===== config.mk =====
export PLATFORM = sky130hd
export DESIGN_NAME = mult_div_unit
export DESIGN_NICKNAME = d
export VERILOG_FILES = /design/src/rtl/mult_div_unit.sv
export SDC_FILE = /design/constraint.sdc
export NUM_CORES = 1
export LEC_CHECK = 0
export CELL_PAD_IN_SITES_DETAIL_PLACEMENT = 0
export CELL_PAD_IN_SITES_GLOBAL_PLACEMENT = 1
export CORE_MARGIN = 3
export CORE_UTILIZATION = 42
export CTS_BUF_LIST = sky130_fd_sc_hd__clkbuf_4 sky130_fd_sc_hd__clkbuf_8
export DETAILED_ROUTE_END_ITERATION = 10
export PLACE_DENSITY = 0.79
export SLEW_MARGIN = 20
export SYNTH_ARGS = -nofsm -noshare
export SYNTH_HDL_FRONTEND = slang
export SYNTH_SLANG_ARGS = --single-unit

===== constraint.sdc =====
create_clock -name clock -period 3.3 [get_ports clock]
set_clock_uncertainty 0.1 [all_clocks]
set_input_delay 0.825 -clock clock [delete_from_list [all_inputs] [get_ports clock]]
set_output_delay 0.825 -clock clock [all_outputs]
set_load 0.03 [all_outputs]

===== src/rtl/mult_div_unit.sv =====
// Iterative shift-add multiplier and restoring divider.
// One result bit per cycle; signed operands are handled as magnitudes plus a sign fix.
module mult_div_unit #(
  parameter int WIDTH = 32
) (
  input  logic             clock,
  input  logic             reset,
  input  logic             start,
  input  logic [1:0]       op,
  input  logic [WIDTH-1:0] a,
  input  logic [WIDTH-1:0] b,
  output logic [WIDTH-1:0] hi,
  output logic [WIDTH-1:0] lo,
  output logic             busy,
  output logic             done,
  output logic             div_by_zero
);

  localparam int CW = $clog2(WIDTH);
  localparam logic [CW-1:0] LAST = CW'(WIDTH - 1);

  typedef enum logic [2:0] {
    IDLE,
    PREP,
    RUN,
    FIX,
    DONE
  } state_t;

  state_t               state_q, state_d;
  logic [CW-1:0]        cnt_q, cnt_d;
  logic [1:0]           op_q, op_d;
  logic [WIDTH-1:0]     a_q, a_d;
  logic [WIDTH-1:0]     b_q, b_d;
  logic [WIDTH-1:0]     m_q, m_d;
  logic [2*WIDTH-1:0]   acc_q, acc_d;
  logic                 negq_q, negq_d;
  logic                 negr_q, negr_d;
  logic [WIDTH-1:0]     hi_q, hi_d;
  logic [WIDTH-1:0]     lo_q, lo_d;
  logic                 dz_q, dz_d;

  logic                 accept;
  logic                 is_div;
  logic                 sgn;
  logic                 zero_div;
  logic [WIDTH-1:0]     mag_a;
  logic [WIDTH-1:0]     mag_b;
  logic [WIDTH:0]       msum;
  logic [WIDTH:0]       shl;
  logic                 ge;
  logic [WIDTH-1:0]     rdiff;
  logic [WIDTH-1:0]     rem_n;
  logic [WIDTH-1:0]     quo;
  logic [WIDTH-1:0]     rem;
  logic [2*WIDTH-1:0]   prod_neg;

  always_comb begin
    accept   = start && (state_q == IDLE || state_q == DONE);
    is_div   = op_q[1];
    sgn      = ~op_q[0];
    zero_div = is_div && (b_q == '0);
    mag_a    = (sgn && a_q[WIDTH-1]) ? -a_q : a_q;
    mag_b    = (sgn && b_q[WIDTH-1]) ? -b_q : b_q;
    msum     = {1'b0, acc_q[2*WIDTH-1:WIDTH]}
             + (acc_q[0] ? {1'b0, m_q} : '0);
    // Remainder shifted left with the next dividend bit.
    shl      = acc_q[2*WIDTH-1:WIDTH-1];
    ge       = shl >= {1'b0, m_q};
    rdiff    = shl[WIDTH-1:0] - m_q;
    rem_n    = ge ? rdiff : shl[WIDTH-1:0];
    quo      = acc_q[WIDTH-1:0];
    rem      = acc_q[2*WIDTH-1:WIDTH];
    prod_neg = -acc_q;
  end

  always_comb begin
    state_d = state_q;
    cnt_d   = cnt_q;
    op_d    = op_q;
    a_d     = a_q;
    b_d     = b_q;
    m_d     = m_q;
    acc_d   = acc_q;
    negq_d  = negq_q;
    negr_d  = negr_q;
    hi_d    = hi_q;
    lo_d    = lo_q;
    dz_d    = dz_q;
    if (accept) begin
      state_d = PREP;
      op_d    = op;
      a_d     = a;
      b_d     = b;
      cnt_d   = '0;
      dz_d    = 1'b0;
    end else begin
      unique case (state_q)
        IDLE: state_d = IDLE;
        PREP: begin
          negq_d = sgn & (a_q[WIDTH-1] ^ b_q[WIDTH-1]);
          negr_d = sgn & a_q[WIDTH-1];
          if (zero_div) begin
            // Divide-by-zero spends one extra PREP cycle, then reports.
            if (cnt_q == '0) begin
              cnt_d = {{(CW-1){1'b0}}, 1'b1};
            end else begin
              cnt_d   = '0;
              dz_d    = 1'b1;
              state_d = DONE;
            end
          end else begin
            m_d     = is_div ? mag_b : mag_a;
            acc_d   = {{WIDTH{1'b0}}, is_div ? mag_a : mag_b};
            cnt_d   = '0;
            state_d = RUN;
          end
        end
        RUN: begin
          if (is_div) begin
            acc_d = {rem_n, acc_q[WIDTH-2:0], ge};
          end else begin
            acc_d = {msum, acc_q[WIDTH-1:1]};
          end
          cnt_d = cnt_q + 1'b1;
          if (cnt_q == LAST) begin
            cnt_d   = '0;
            state_d = FIX;
          end
        end
        FIX: begin
          if (is_div) begin
            lo_d = negq_q ? -quo : quo;
            hi_d = negr_q ? -rem : rem;
          end else begin
            {hi_d, lo_d} = negq_q ? prod_neg : acc_q;
          end
          state_d = DONE;
        end
        DONE:    state_d = IDLE;
        default: state_d = IDLE;
      endcase
    end
  end

  always_ff @(posedge clock or negedge reset) begin
    if (!reset) begin
      state_q <= IDLE;
      cnt_q   <= '0;
      op_q    <= '0;
      a_q     <= '0;
      b_q     <= '0;
      m_q     <= '0;
      acc_q   <= '0;
      negq_q  <= 1'b0;
      negr_q  <= 1'b0;
      hi_q    <= '0;
      lo_q    <= '0;
      dz_q    <= 1'b0;
    end else begin
      state_q <= state_d;
      cnt_q   <= cnt_d;
      op_q    <= op_d;
      a_q     <= a_d;
      b_q     <= b_d;
      m_q     <= m_d;
      acc_q   <= acc_d;
      negq_q  <= negq_d;
      negr_q  <= negr_d;
      hi_q    <= hi_d;
      lo_q    <= lo_d;
      dz_q    <= dz_d;
    end
  end

  assign hi          = hi_q;
  assign lo          = lo_q;
  assign div_by_zero = dz_q;
  assign done        = (state_q == DONE);
  assign busy        = (state_q == PREP) || (state_q == RUN)
                     || (state_q == FIX);

endmodule


# Word level (Yosys, flattened, before mapping)
# Index checks and enable logic that the tools add are counted.
# op_classes
n_lt_le_gt_ge,1
n_reduce_logical,20
n_addsub,8
n_eq_ne,9
n_bitwise,6
n_mux,28
# ops
operator,count
32-bit two-way mux,10
64-bit two-way mux,3
32-bit negator,4
64-bit one-hot mux with 2 select lines,1
64-bit negator,1
32-bit by 32-bit adder with 33-bit output,1
33-bit by 32-bit >= comparator with 1-bit output,1
32-bit zero test,1
32-bit subtractor,1
5-bit two-way mux,3
3-bit two-way mux,4
5-bit one-hot mux with 2 select lines,1
3-bit one-hot mux with 3 select lines,1
3-bit AND reduction,3
3-bit by 2-bit == test with 1-bit output (second input constant),2
2-bit AND reduction,3
2-bit nonzero test,3
5-bit by 1-bit adder with 5-bit output (second input constant),1
5-bit == test (second input constant),1
5-bit zero test,1
1-bit two-way mux,5
1-bit logical AND,4
2-bit inequality test (second input constant),2
4-bit inequality test (second input constant),1
other kinds (9),14
# totals
out_inout_bits,67
elab_cells,84
reg_bits,237
input_bits,69

# Longest topological paths before layout
# Gate-level depths: netlist of run 1.
# depth
word_depth,6
depth_mapped,13
ltp_nobuf,12

# Worst setup path before layout of run 1
# OpenSTA, ideal clock, no wires.
# synth_path
path_kind,register to register
start,register acc_q[55]
end,register acc_q[58]
arrival_ns,2.890
required_time_ns,3.078
path_slack_ns,0.189
period_less_slack_ns,3.111
stages_incl_launch_ff,12
n_path_buf,2
setup_time_ns,0.122
path_cell_list,dfrtp_1 ha_1 buf_2 a21oi_1 o21ai_1 a2111o_1 o21ai_0 a21oi_2 or3_1 buf_6 or3_1 a32o_1
# synth_between
elab_chain_cells,4
word_cells_on_any_way,6
classes_between,2 x add/sub; 1 x order compare; 3 x mux
# synth_lines
item,line_no,rtl
start: declaration,36,"logic [2*WIDTH-1:0] acc_q, acc_d;"
start signal: assignment,154,acc_q <= '0;
start signal: assignment,167,acc_q <= acc_d;
32-bit subtractor / 33-bit by 32-bit >= comparator with 1-bit output (equally long branches),"70, 69",
32-bit two-way mux,71,rem_n = ge ? rdiff : shl[WIDTH-1:0];
64-bit two-way mux *,120,if (is_div) begin
64-bit one-hot mux with 2 select lines *,98,unique case (state_q)
# Mark *: on every way between the ends. The rest lies on a longest branch, timed or not.
# A chain may end at the register's enable or synchronous reset.

# Worst setup path in the final report of run 1
# layout_path
start,register acc_q[0]
end,register acc_q[56]
# layout_between
elab_chain_cells,4
# layout_lines
item,line_no,rtl
32-bit two-way mux,66,"+ (acc_q[0] ? {1'b0, m_q} : '0);"
32-bit by 32-bit adder with 33-bit output,66,
64-bit two-way mux,120,
64-bit one-hot mux with 2 select lines,98,
# No other way between the ends.

==> results by stage, run 1 <==
STA:
- Of the available clock period, the critical path in the final layout requires 0.9678.
- Setup repair after global routing could not meet its margin everywhere.
- The count of final hold-check violations is 0.
- The transition time of the tightest slew-check pin is 0.6632 ns.
- The timing-limited maximum frequency is 0.3131 GHz.
- The total negative slack is 0 ns.
- The number of pins exceeding their max-slew limit in the final report is 0.
- Headroom to the max-slew limit came out at 0.5579.
- Across all hold checks on the routed design, the worst slack comes to 0.09146 ns.
- The minimum clock period is 3.194 ns.
- The total setup violations reported at the end of the flow is 0.

Setup path:
- The type of destination of the critical path is a flip-flop.
- The data arrival time of the worst path is 3.55 ns.
- The startpoint kind of the worst setup timing path is a flip-flop.
- The count of cells along the worst register-to-register path is 15.
- The most critical setup path has its startpoint at acc_q[0].
- The critical path data required time is 3.65 ns.
- The startpoint of the worst-slack reg-to-reg timing path is acc_q[0].
- Of all nets on the critical path, the largest fanout is 12.
- The startpoint-to-endpoint class of the critical path is reg2reg.

Routing:
- The first-pass detailed-route iteration total is 5.
- The total routed wirelength is 59.23 mm.
- The number of violations reported at the end of detailed-routing iteration 0 is 1314.
- After detailed routing, the number of remaining DRC violations is 0.
- Summing over every cut layer, the via total after detailed routing is 16320.
- After detailed routing, the average wire length per cell comes to 21.06 um.
- Using the TritonRoute via totals, the vias-per-cell ratio works out to 5.802.
- The number of routed nets with antenna violations is 0.

Cells and area:
- The total inserted antenna cells is 0.
- Leaving out fill and tap cells, the most frequent cells in the layout are sky130_fd_sc_hd__dfrtp_1 (235), sky130_fd_sc_hd__nand2_1 (211), sky130_fd_sc_hd__o21ai_0 (202).
- The commonest non-fill, non-tap cell in the layout is sky130_fd_sc_hd__dfrtp_1.
- Compared with the post-synthesis result, the final layout area differs by 23.71%.
- In the final layout, the share of cells above drive strength 1 is 0.1656.
- After the last flow step, the layout net total stands at 2396.

Global route:
- The initial antenna violation count came to 1.
- The via count of the first global-routing pass came to 15950.
- The pin count of the biggest net entering global routing is 124.
- The global-route usage over all layers is 0.2683.
- Global routing finished with a remaining overflow of 0.
- The first global-routing pass estimated 92.00 mm of wire.

Power and ir drop:
- The leakage dissipation is 9.111 nW.
- Power comes to 25.57 mW.
- The worst supply voltage drop on vdd is 0.5087 mV.
- The total power divided by cell area is 1204 nW/um^2.

Hold path:
- The type of the tightest min-delay check is in2async.

Synth:
- The number of enable-type register cells in the synthesized netlist is 0.
- The portion of the post-synthesis area used by sequential elements is 0.3455.
- In the synthesized netlist, the number of instances is 2031.
- The number of synthesized register bits is 237.
- The total number of yosys warnings is 0.
- The number of distinct library cell variants in the gate-level netlist after synthesis is 86.
- The commonest register cell after synthesis is sky130_fd_sc_hd__dfrtp_1.
- The synthesized netlist occupies a cell area of 17170 um^2.
- The share of flip-flops with an asynchronous set or reset is 1.000.
- Dividing the synthesized area by the synthesized cell count gives 8.453 um^2.
- The post-synth net total is 2173.

Clock tree:
- The number of sinks on the clock net is 237.
- The clock tree from TritonCTS is done.
- The number of hold buffers added after CTS was 0.
- The CTS buffer count is 44.
- The maximum level of the CTS H-tree is 2.
- Clock latency on the worst-skew pair, taken at its later pin, is 0.63 ns.
- The worst-case clock buffer depth is 3.
- Clock-pin slew was measured on the worst setup and hold paths at 0.06 ns.
- The library cell used as clock root buffer is sky130_fd_sc_hd__clkbuf_8.

Outcome:
- The flow ran to the end, and the final reports show no timing, DRC or antenna violations.

Die:
- For this configuration, the core starts out at a cell density of 0.4282.
- The die covers 43340 um^2.
- 136 I/O pins were placed.
- The die is 208.2 um tall.
- The region available for standard cell placement spans 40100 um^2.
- The width of the die is 208.2 um.
- The number of placement rows is 73.

Placed design:
- At the end of routability-driven placement, the weighted congestion stood at 0.9443.
- The HPWL after detailed placement is 46.20 mm.
- The number of buffers inserted by port buffering is 135.

Job:
- The number of maximum-capacitance violations is 0.
[power breakdown]
part	internal (mW)	switching, mW	total [mW]
clock network	1.82	1.35	3.17
registers	4.23	1.42	5.65
logic	6.80	9.94	16.7
[flip-flops by register name, indices dropped and copies added, names as in the netlist, 3 cells and up]
| name | count |
|---|---|
| acc_q | 64 |
| a_q | 32 |
| b_q | 32 |
| hi | 32 |
| lo | 32 |
| m_q | 32 |
| cnt_q | 5 |
| state_q | 3 |
[per-layer routing]
metal / up-vias / global-route usage / wire, um
li1: 7830 / - / -
met1: 7847 / 0.3670 / 26250
met2: 536 / 0.4256 / 26810
met3: 106 / 0.05458 / 4253
met4: 2 / 0.09137 / 1899
met5: - / 0 / 13
[through the flow]
stage	setup slack (ns)	instance area [um^2]	cells	util
detailed placement	-0.08793	20070	2730	0.5006
CTS	0.02278	21090	2812	0.5259
global route	-0.05346	21240	2813	0.5297
floorplan	0.1886	17170	2031	-
finish	0.1063	21240	2813	0.5297
global placement	0.02369	20070	2730	0.5006
[final timing paths]
path | to | slack (ns)
setup / recovery | acc_q[56] | 0.11
hold / removal | a_q[6] | 0.09
setup reg to reg | acc_q[56] | 0.11
hold reg to reg | hi[24] | 0.38
max in group asynchronous | hi[11] | 2.27
min in group clock | hi[24] | 0.38
[Yosys cell counts, types with 15 or more instances]
master	n	share of area
sky130_fd_sc_hd__o21ai_0	209	0.061
sky130_fd_sc_hd__nor4_1	22	0.0080
sky130_fd_sc_hd__a21oi_1	135	0.039
sky130_fd_sc_hd__buf_1	17	0.0037
sky130_fd_sc_hd__dfrtp_1	237	0.35
sky130_fd_sc_hd__nor2b_1	19	0.0069
sky130_fd_sc_hd__nand4_1	20	0.0073
sky130_fd_sc_hd__mux2i_1	54	0.031
sky130_fd_sc_hd__a22oi_1	16	0.0070
sky130_fd_sc_hd__nor2_1	165	0.036
sky130_fd_sc_hd__o31ai_1	28	0.012
sky130_fd_sc_hd__a21o_1	24	0.010
sky130_fd_sc_hd__xor2_1	78	0.040
sky130_fd_sc_hd__and3_1	18	0.0066
sky130_fd_sc_hd__clkbuf_1	95	0.021
sky130_fd_sc_hd__a31oi_1	22	0.0080
sky130_fd_sc_hd__or3_1	18	0.0066
sky130_fd_sc_hd__nand3_1	50	0.015
sky130_fd_sc_hd__nand2b_1	18	0.0066
sky130_fd_sc_hd__nand2_1	213	0.047
sky130_fd_sc_hd__ha_1	71	0.052
sky130_fd_sc_hd__nor3_1	47	0.014
sky130_fd_sc_hd__mux2_2	65	0.043
sky130_fd_sc_hd__xnor2_1	84	0.043
sky130_fd_sc_hd__a211oi_1	15	0.0066
sky130_fd_sc_hd__o41ai_1	16	0.0082
sky130_fd_sc_hd__o221ai_1	18	0.0092
sky130_fd_sc_hd__inv_1	72	0.016
[repair_timing]
item | 4_1_cts | 5_1_grt
endpoints found under the setup margin | 5 | 23
pin swaps | 2 | 6
setup buffers | 2 | 1
gates resized for setup | 3 | 41
hold endpoints to repair | 0 | 0
[cells by family (layout without fill, tap and decap cells)]
| group | count (synthesis) | in the layout | synth area share |
|---|---|---|---|
| fa+ha+maj | 73 | 73 | 0.05408 |
| mux | 120 | 120 | 0.07543 |
| xor+xnor | 162 | 162 | 0.08265 |
| simple gates | 646 | 646 | 0.1800 |
| buf+inv | 196 | 453 | 0.04460 |
| compound gates | 597 | 597 | 0.2178 |
| flops | 237 | 237 | 0.3455 |
[cell type report]
| type | instances | area, um^2 |
|---|---|---|
| Fill cell | 3825 | 18860 |
| Multi-Input combinational cell | 1598 | 10640 |
| Sequential cell | 237 | 5936 |
| Timing Repair Buffer | 301 | 2753 |
| Clock buffer | 67 | 853.3 |
| Tap cell | 525 | 656.9 |
| Inverter | 72 | 270.3 |
| Clock inverter | 13 | 130.1 |
[critical path, cell delays in order, from the launching register on]
cell and delay (ns):
sky130_fd_sc_hd__dfrtp_1 0.38, sky130_fd_sc_hd__inv_1 0.10, sky130_fd_sc_hd__buf_12 0.14, sky130_fd_sc_hd__buf_12 0.14, sky130_fd_sc_hd__nor2_1 0.06, sky130_fd_sc_hd__ha_1 0.31, sky130_fd_sc_hd__buf_4 0.17, sky130_fd_sc_hd__a21oi_2 0.14
sky130_fd_sc_hd__o22ai_2 0.11, sky130_fd_sc_hd__a311oi_2 0.30, sky130_fd_sc_hd__a21oi_2 0.15, sky130_fd_sc_hd__buf_4 0.17, sky130_fd_sc_hd__o41a_1 0.40, sky130_fd_sc_hd__xor2_1 0.15, sky130_fd_sc_hd__nand2_1 0.08, sky130_fd_sc_hd__o221ai_1 0.11
No activity file was read; power rests on OpenSTA's default activity.
==> run 2: changes to the inputs <==
- PLACE_DENSITY: 0.79 -> 0.82
==> results by stage, run 2 (same netlist as run 1, synthesis figures left out) <==
Cells and area:
- The register with the most flip-flops in the layout has 64 of them.
- The post-route cell area is 20980 um^2.
- Counting flops per register, the top entry is acc_q.
- After the last flow step, the layout net total stands at 2379.
- The commonest non-fill, non-tap cell in the layout is sky130_fd_sc_hd__dfrtp_1.
- The number of antenna diodes in the final layout is 0.
- In the final layout, the share of cells above drive strength 1 is 0.1540.
- From synthesis to final layout, the design area changed by 22.22%.
- In the layout the commonest cells are sky130_fd_sc_hd__dfrtp_1 (234), sky130_fd_sc_hd__nand2_1 (211), sky130_fd_sc_hd__o21ai_0 (206).

Die:
- In this run the count of I/O pins placed on the die edge is 136.
- In this run the horizontal extent of the chip is 208.2 um.
- The height of the die is 208.2 um.
- The number of placement rows is 73.
- The overall die area is 43340 um^2.
- The core footprint is 40100 um^2.
- The initial utilization of the core area, before any placement, comes to 0.4282.

STA:
- Setup slack on the critical path of the routed design comes to 0.04082 ns.
- Setup violations remaining at the end of the flow were counted as 0.
- The number of pins exceeding their max-slew limit in the final report came to 0.
- The count of final hold-check violations came to 0.
- The smallest clock period supported by the final layout is computed as 3.259 ns.
- The total negative slack is 0 ns.
- The hold slack is 0.05078 ns.
- The post-route clock period utilization is 0.9876.
- Headroom to the max-slew limit came out at 0.4520.
- Derived from the worst setup path, the maximum achievable clock frequency is 0.3068 GHz.
- At the pin with the least slew margin, the transition time is 0.8220 ns.

Routing:
- Detailed routing inserted a total of 16410 vias.
- In this run the remaining antenna-violating nets after routing total 0.
- The detailed-route vias per instance is 5.878.
- The final layout contains routed wiring with a total length of 58.52 mm.
- The number of violations reported at the end of detailed-routing iteration 0 is 1531.
- The first-pass detailed-route iteration total is 5.
- In the final routed layout, each cell accounts on average for 20.97 um.
- The total DRC errors in the routed layout is 0.

Power and ir drop:
- After layout, the design draws a total of 25.30 mW.
- The leakage dissipation is 8.982 nW.
- Across the VDD grid, the largest voltage drop is 0.4117 mV.
- The total power divided by cell area is 1206 nW/um^2.

Outcome:
- The flow ran to the end, and the final reports show no timing, DRC or antenna violations.

Global route:
- The via count of the first global-routing pass is 15700.
- The wire length of the first global-routing pass is 90.45 mm.
- Across every metal layer, demand over resource in global routing totals 0.2624.
- The initial antenna violation count is 0.
- Entering global routing, the biggest net connects 91 pins.
- The overflow left after global routing is 0.

Placed design:
- The post-place instance area is 19880 um^2.
- The global placer's final weighted congestion is 0.9647.
- Detailed placement ended at an HPWL of 44.91 mm.
- At the placement stage, the worst setup path has a slack of -0.1474 ns.
- The number of buffers inserted by port buffering is 135.

Clock tree:
- Clock latency on the worst-skew pair, taken at its later pin, is 0.63 ns.
- The clock tree from TritonCTS is done.
- The cell sitting at the root of the clock tree is a sky130_fd_sc_hd__clkbuf_8.
- The number of sinks on the clock net is 237.
- Clock-pin slew was measured on the worst setup and hold paths at 0.06 ns.
- The worst-case clock buffer depth is 3.
- Clock tree synthesis inserted a total of 45 buffers.
- The maximum level of the CTS H-tree is 2.

Setup path:
- The startpoint-to-endpoint class of the critical path is reg2reg.
- STA classifies the critical path endpoint as a flip-flop.
- At the worst endpoint, the arrival time is 3.64 ns.
- The largest fanout on the critical path is 12.
- The startpoint kind of the worst setup timing path is a flip-flop.
- The critical path data required time is 3.68 ns.

Hold path:
- The type of the tightest min-delay check is in2async.

Job:
- Across the run, the number of max-cap violations was 0.
run 2: where the power goes:
group | leakage (nW) | internal [mW] | switching, mW
Combinational | 5.52 | 6.67 | 9.85
Clock | 0.506 | 1.76 | 1.36
Sequential | 2.96 | 4.23 | 1.43
Total | 8.98 | 12.7 | 12.6
run 2: worst max-delay path: stages (launching register included):
cell	delay (ns)
sky130_fd_sc_hd__dfrtp_1	0.36
sky130_fd_sc_hd__inv_1	0.08
sky130_fd_sc_hd__buf_12	0.15
sky130_fd_sc_hd__buf_12	0.13
sky130_fd_sc_hd__nor2_2	0.16
sky130_fd_sc_hd__ha_2	0.34
sky130_fd_sc_hd__a21oi_2	0.18
sky130_fd_sc_hd__o22ai_1	0.15
sky130_fd_sc_hd__a311oi_2	0.26
sky130_fd_sc_hd__buf_4	0.18
sky130_fd_sc_hd__a21oi_2	0.08
sky130_fd_sc_hd__buf_4	0.16
sky130_fd_sc_hd__o41a_1	0.41
sky130_fd_sc_hd__xor2_1	0.16
sky130_fd_sc_hd__nand2_1	0.09
sky130_fd_sc_hd__o221ai_1	0.13
run 2: layout make-up:
| cell class | instances | area [um^2] |
|---|---|---|
| Fill cell | 3845 | 19110 |
| Multi-Input combinational cell | 1598 | 10600 |
| Sequential cell | 237 | 5937 |
| Timing Repair Buffer | 283 | 2571 |
| Clock buffer | 65 | 825.8 |
| Tap cell | 525 | 656.9 |
| Inverter | 72 | 270.3 |
| Clock inverter | 11 | 120.1 |
run 2: through the flow:
stage            util  std cells
2_1_floorplan       -       2031
3_3_place_gp   0.4958       2711
3_5_place_dp   0.4958       2711
4_1_cts        0.5196       2787
5_1_grt        0.5233       2791
6_report       0.5233       2791
run 2: path summary, 6_finish.rpt:
path | startpoint | to | slack [ns] | cells past startpoint
max in group asynchronous | reset | hi[25] | 2.11 | 2
worst max-delay path | acc_q[0] | acc_q[56] | 0.04 | 15
worst min register to register | hi[25] | hi[25] | 0.37 | 2
min in group clock | hi[25] | hi[25] | 0.37 | 2
worst min-delay path | reset | a_q[8] | 0.05 | 1
worst max register to register | acc_q[0] | acc_q[56] | 0.04 | 15
run 2: timing repair:
action                                  4_1_cts  5_1_grt
hold buffers                                  0        0
pin swaps                                     1        6
endpoints found under the setup margin       10       24
setup buffers                                 0        4
gates resized for setup                       4       28
run 2: per-layer routing:
| layer | wire length [um] | up-vias | track usage | share of wire |
|---|---|---|---|---|
| met3 | 4467 | 106 | 0.04976 | 0.076 |
| met4 | 1826 | 0 | 0.08347 | 0.031 |
| met1 | 26050 | 7921 | 0.3709 | 0.45 |
| li1 | - | 7800 | - | - |
| met2 | 26180 | 579 | 0.4077 | 0.45 |
| met5 | 0 | - | 0 | 0 |
==> run 3: changes to the inputs <==
- CORE_UTILIZATION: 42 -> 47
- PLACE_DENSITY: 0.82 -> 0.87
- clock period: 3.3 -> 3.6 ns (I/O delays scaled with it)
==> results by stage, run 3 (same netlist as run 1, synthesis figures left out) <==
Outcome:
- The flow ran to the end, and the final reports show no timing, DRC or antenna violations.

Placed design:
- At the placement stage, the worst setup path has a slack of 0.1341 ns.
- The number of buffers inserted by port buffering is 135.
- The congestion estimate from routability-driven global placement came to 0.9647.
- After detailed placement, the total cell area comes to 19500 um^2.
- The wire-length estimate of the detail-placed layout is 44.31 mm.
- The total placed cells including tap cells is 2610.

Power and ir drop:
- Summed over all nets, the switching power comes to 11.43 mW.
- The clock network fraction of total power is 0.121.
- The total power divided by cell area is 1106 nW/um^2.
- The worst supply voltage drop on vdd is 0.7204 mV.
- The switching part of the total is 0.5060.
- In this run the static leakage power is 8.742 nW.
- Cell internal power was estimated by the tool at 11.16 mW.
- The sequential group share of total power is 0.233.
- The completed layout was analyzed and its total power is 22.59 mW.
- Of the total power, combinational logic draws 0.646.

Global route:
- The first global-routing pass estimated 89.51 mm of wire.
- The via count of the first global-routing pass came to 15550.
- The overflow left after global routing is 0.
- The pin count of the biggest net entering global routing is 128.
- The global-route usage over all layers is 0.2945.
- The initial antenna violation count is 0.

STA:
- The number of pins exceeding their max-slew limit in the final report is 0.
- Based on the critical path, the design can be clocked at up to 0.2916 GHz.
- Setup repair after global routing could not meet its margin everywhere.
- The worst path in the final design needs a cycle of 3.429 ns, including I/O delays and setup.
- The worst pin sits at a relative slew slack of 0.4915.
- The count of final hold-check violations came to 0.
- Dividing the final minimum period by the clock period gives 0.9525.
- The post-route worst setup slack is 0.1709 ns.
- After routing, the total negative slack on setup checks comes to 0 ns.
- The transition time of the tightest slew-check pin is 0.7599 ns.
- The hold slack is 0.1691 ns.
- Setup violations remaining at the end of the flow were counted as 0.

Clock tree:
- In this run the number of H-tree levels came out at 2.
- The number of gates resized after CTS is 0.
- For this design, the CTS-stage hold fixing added 0 buffers.
- The library cell used as clock root buffer is sky130_fd_sc_hd__clkbuf_8.
- The clock tree from TritonCTS is done.
- Clock-pin slew was measured on the worst setup and hold paths at 0.06 ns.
- The worst-case clock buffer depth is 3.
- At the later pin of the worst-skew pair, clock insertion delay measures 0.61 ns.
- After clock tree synthesis, the setup repair step added 0 buffers.
- Clock tree synthesis inserted a total of 43 buffers.
- The number of sinks on the clock net is 237.

Die:
- The overall die area is 38860 um^2.
- Measured along the x axis, the die boundary spans 197.1 um.
- In this run the core area contains 69 standard-cell rows.
- The initial utilization of the core area, before any placement, comes to 0.4792.
- The region available for standard cell placement spans 35830 um^2.
- The height of the die is 197.1 um.
- Pin placement for this block handled 136 I/O pins.

Routing:
- Before antenna repair, the detailed router went through 5 iterations.
- The total routed wirelength is 57.70 mm.
- The number of vias after detailed routing is 16190.
- The number of routed nets with antenna violations is 0.
- The number of violations reported at the end of detailed-routing iteration 0 is 1356.
- The detailed-route vias per instance is 6.028.
- The average wire per cell in the routed design is 21.49 um.
- In the routed design, unresolved DRC markers number 0.

Setup path:
- The data arrival time of the worst path is 3.81 ns.
- Along the worst path, the maximum fanout reaches 7.
- The slowest stage of the critical path is the sky130_fd_sc_hd__dfrtp_1 cell.
- The worst setup path is captured at a flip-flop.
- The startpoint kind of the worst setup timing path is a flip-flop.
- The critical path crosses 13 cells after its start point.
- Traced cell by cell, the critical path runs through inv_1 > ha_1 > inv_1 > fa_1 > a21o_1 > a221o_1 > o211ai_1 > nand3b_1 > a21oi_1 > buf_4 > mux2i_1 > o21bai_1 > a32o_1.
- The peak per-stage delay on the critical path is 0.52 ns.
- Counting cells, the worst reg-to-reg path comes to 13.
- The critical path data required time is 3.98 ns.
- The cell with the most instances on the worst path is sky130_fd_sc_hd__inv_1.
- The critical path in this run is classified as reg2reg.
- Together, buffers and inverters on the worst path number 3.
- The dominant delay contributor by cell family on the critical path is compound AO/OA/AOI/OAI gates.

Hold path:
- The type of the tightest min-delay check is in2async.

Cells and area:
- From synthesis to final layout, the design area changed by 18.94%.
- The register with the most flip-flops is acc_q.
- The layout cell share with drive strength beyond 1 is 0.1291.
- The commonest non-fill, non-tap cell in the layout is sky130_fd_sc_hd__dfrtp_1.
- Measured on the finished design, the core utilization comes to 0.5699.
- The number of flip-flops under the largest register name is 64.
- The library cells used most frequently in the layout, excluding fill and tap cells, are sky130_fd_sc_hd__dfrtp_1 (236), sky130_fd_sc_hd__nand2_1 (211), sky130_fd_sc_hd__o21ai_0 (207).
- Summing all non-filler instances in the final layout gives an area of 20420 um^2.
- The finished layout holds 2685 standard cells, fillers aside.
- The final layout net count is 2336.

Job:
- Across the run, the number of max-cap violations was 0.
run 3: cell count changes in the layout (fill, tap and decap cells not counted), moves of 3 or more:
cell | before | now
sky130_fd_sc_hd__a21oi_1 | 130 | 134
sky130_fd_sc_hd__a21oi_2 | 6 | 2
sky130_fd_sc_hd__buf_4 | 139 | 101
sky130_fd_sc_hd__ha_1 | 68 | 71
run 3: layout make-up:
class,count,area [um^2]
clock buffer,65,819.5
timing repair buffer,242,2235
inverter,72,270.3
tap,461,576.8
fill,3269,15410
clock inverter,9,78.83
sequential,237,5934
multi-input combinational,1598,10500
antenna,1,2.502
run 3: worst paths after layout:
kind                              to      start  slack [ns]
setup / recovery           acc_q[58]  acc_q[31]        0.17
min in group clock            hi[20]     hi[20]        0.38
setup reg to reg           acc_q[58]  acc_q[31]        0.17
hold / removal                 lo[4]      reset        0.17
hold reg to reg               hi[20]     hi[20]        0.38
max in group asynchronous  acc_q[49]      reset        2.36
run 3: metal layers:
layer / up-vias / GRT usage / wire length (um) / part of all wire
met5: - / 0 / 0 / 0
met4: 0 / 0.08395 / 1510 / 0.026
met3: 110 / 0.04878 / 4404 / 0.076
met2: 620 / 0.4707 / 26060 / 0.45
met1: 7766 / 0.4154 / 25730 / 0.45
li1: 7690 / - / - / -
run 3: worst reg2reg max path, cell delays in order, from the launching register on:
cell	delay, ns
sky130_fd_sc_hd__dfrtp_1	0.52
sky130_fd_sc_hd__inv_1	0.14
sky130_fd_sc_hd__ha_1	0.18
sky130_fd_sc_hd__inv_1	0.05
sky130_fd_sc_hd__fa_1	0.43
sky130_fd_sc_hd__a21o_1	0.23
sky130_fd_sc_hd__a221o_1	0.32
sky130_fd_sc_hd__o211ai_1	0.19
sky130_fd_sc_hd__nand3b_1	0.21
sky130_fd_sc_hd__a21oi_1	0.20
sky130_fd_sc_hd__buf_4	0.18
sky130_fd_sc_hd__mux2i_1	0.18
sky130_fd_sc_hd__o21bai_1	0.13
sky130_fd_sc_hd__a32o_1	0.26
run 3: power groups by stage:
| stage | Combinational [mW] | Sequential (mW) | Clock (mW) |
|---|---|---|---|
| floorplan | 9.32 | 5.38 | 0 |
| global placement | 14.2 | 5.20 | 0 |
| detailed placement | 14.4 | 5.27 | 0 |
| CTS | 14.4 | 5.23 | 2.78 |
| global route | 15.9 | 5.44 | 2.89 |
| finish | 14.6 | 5.26 | 2.73 |
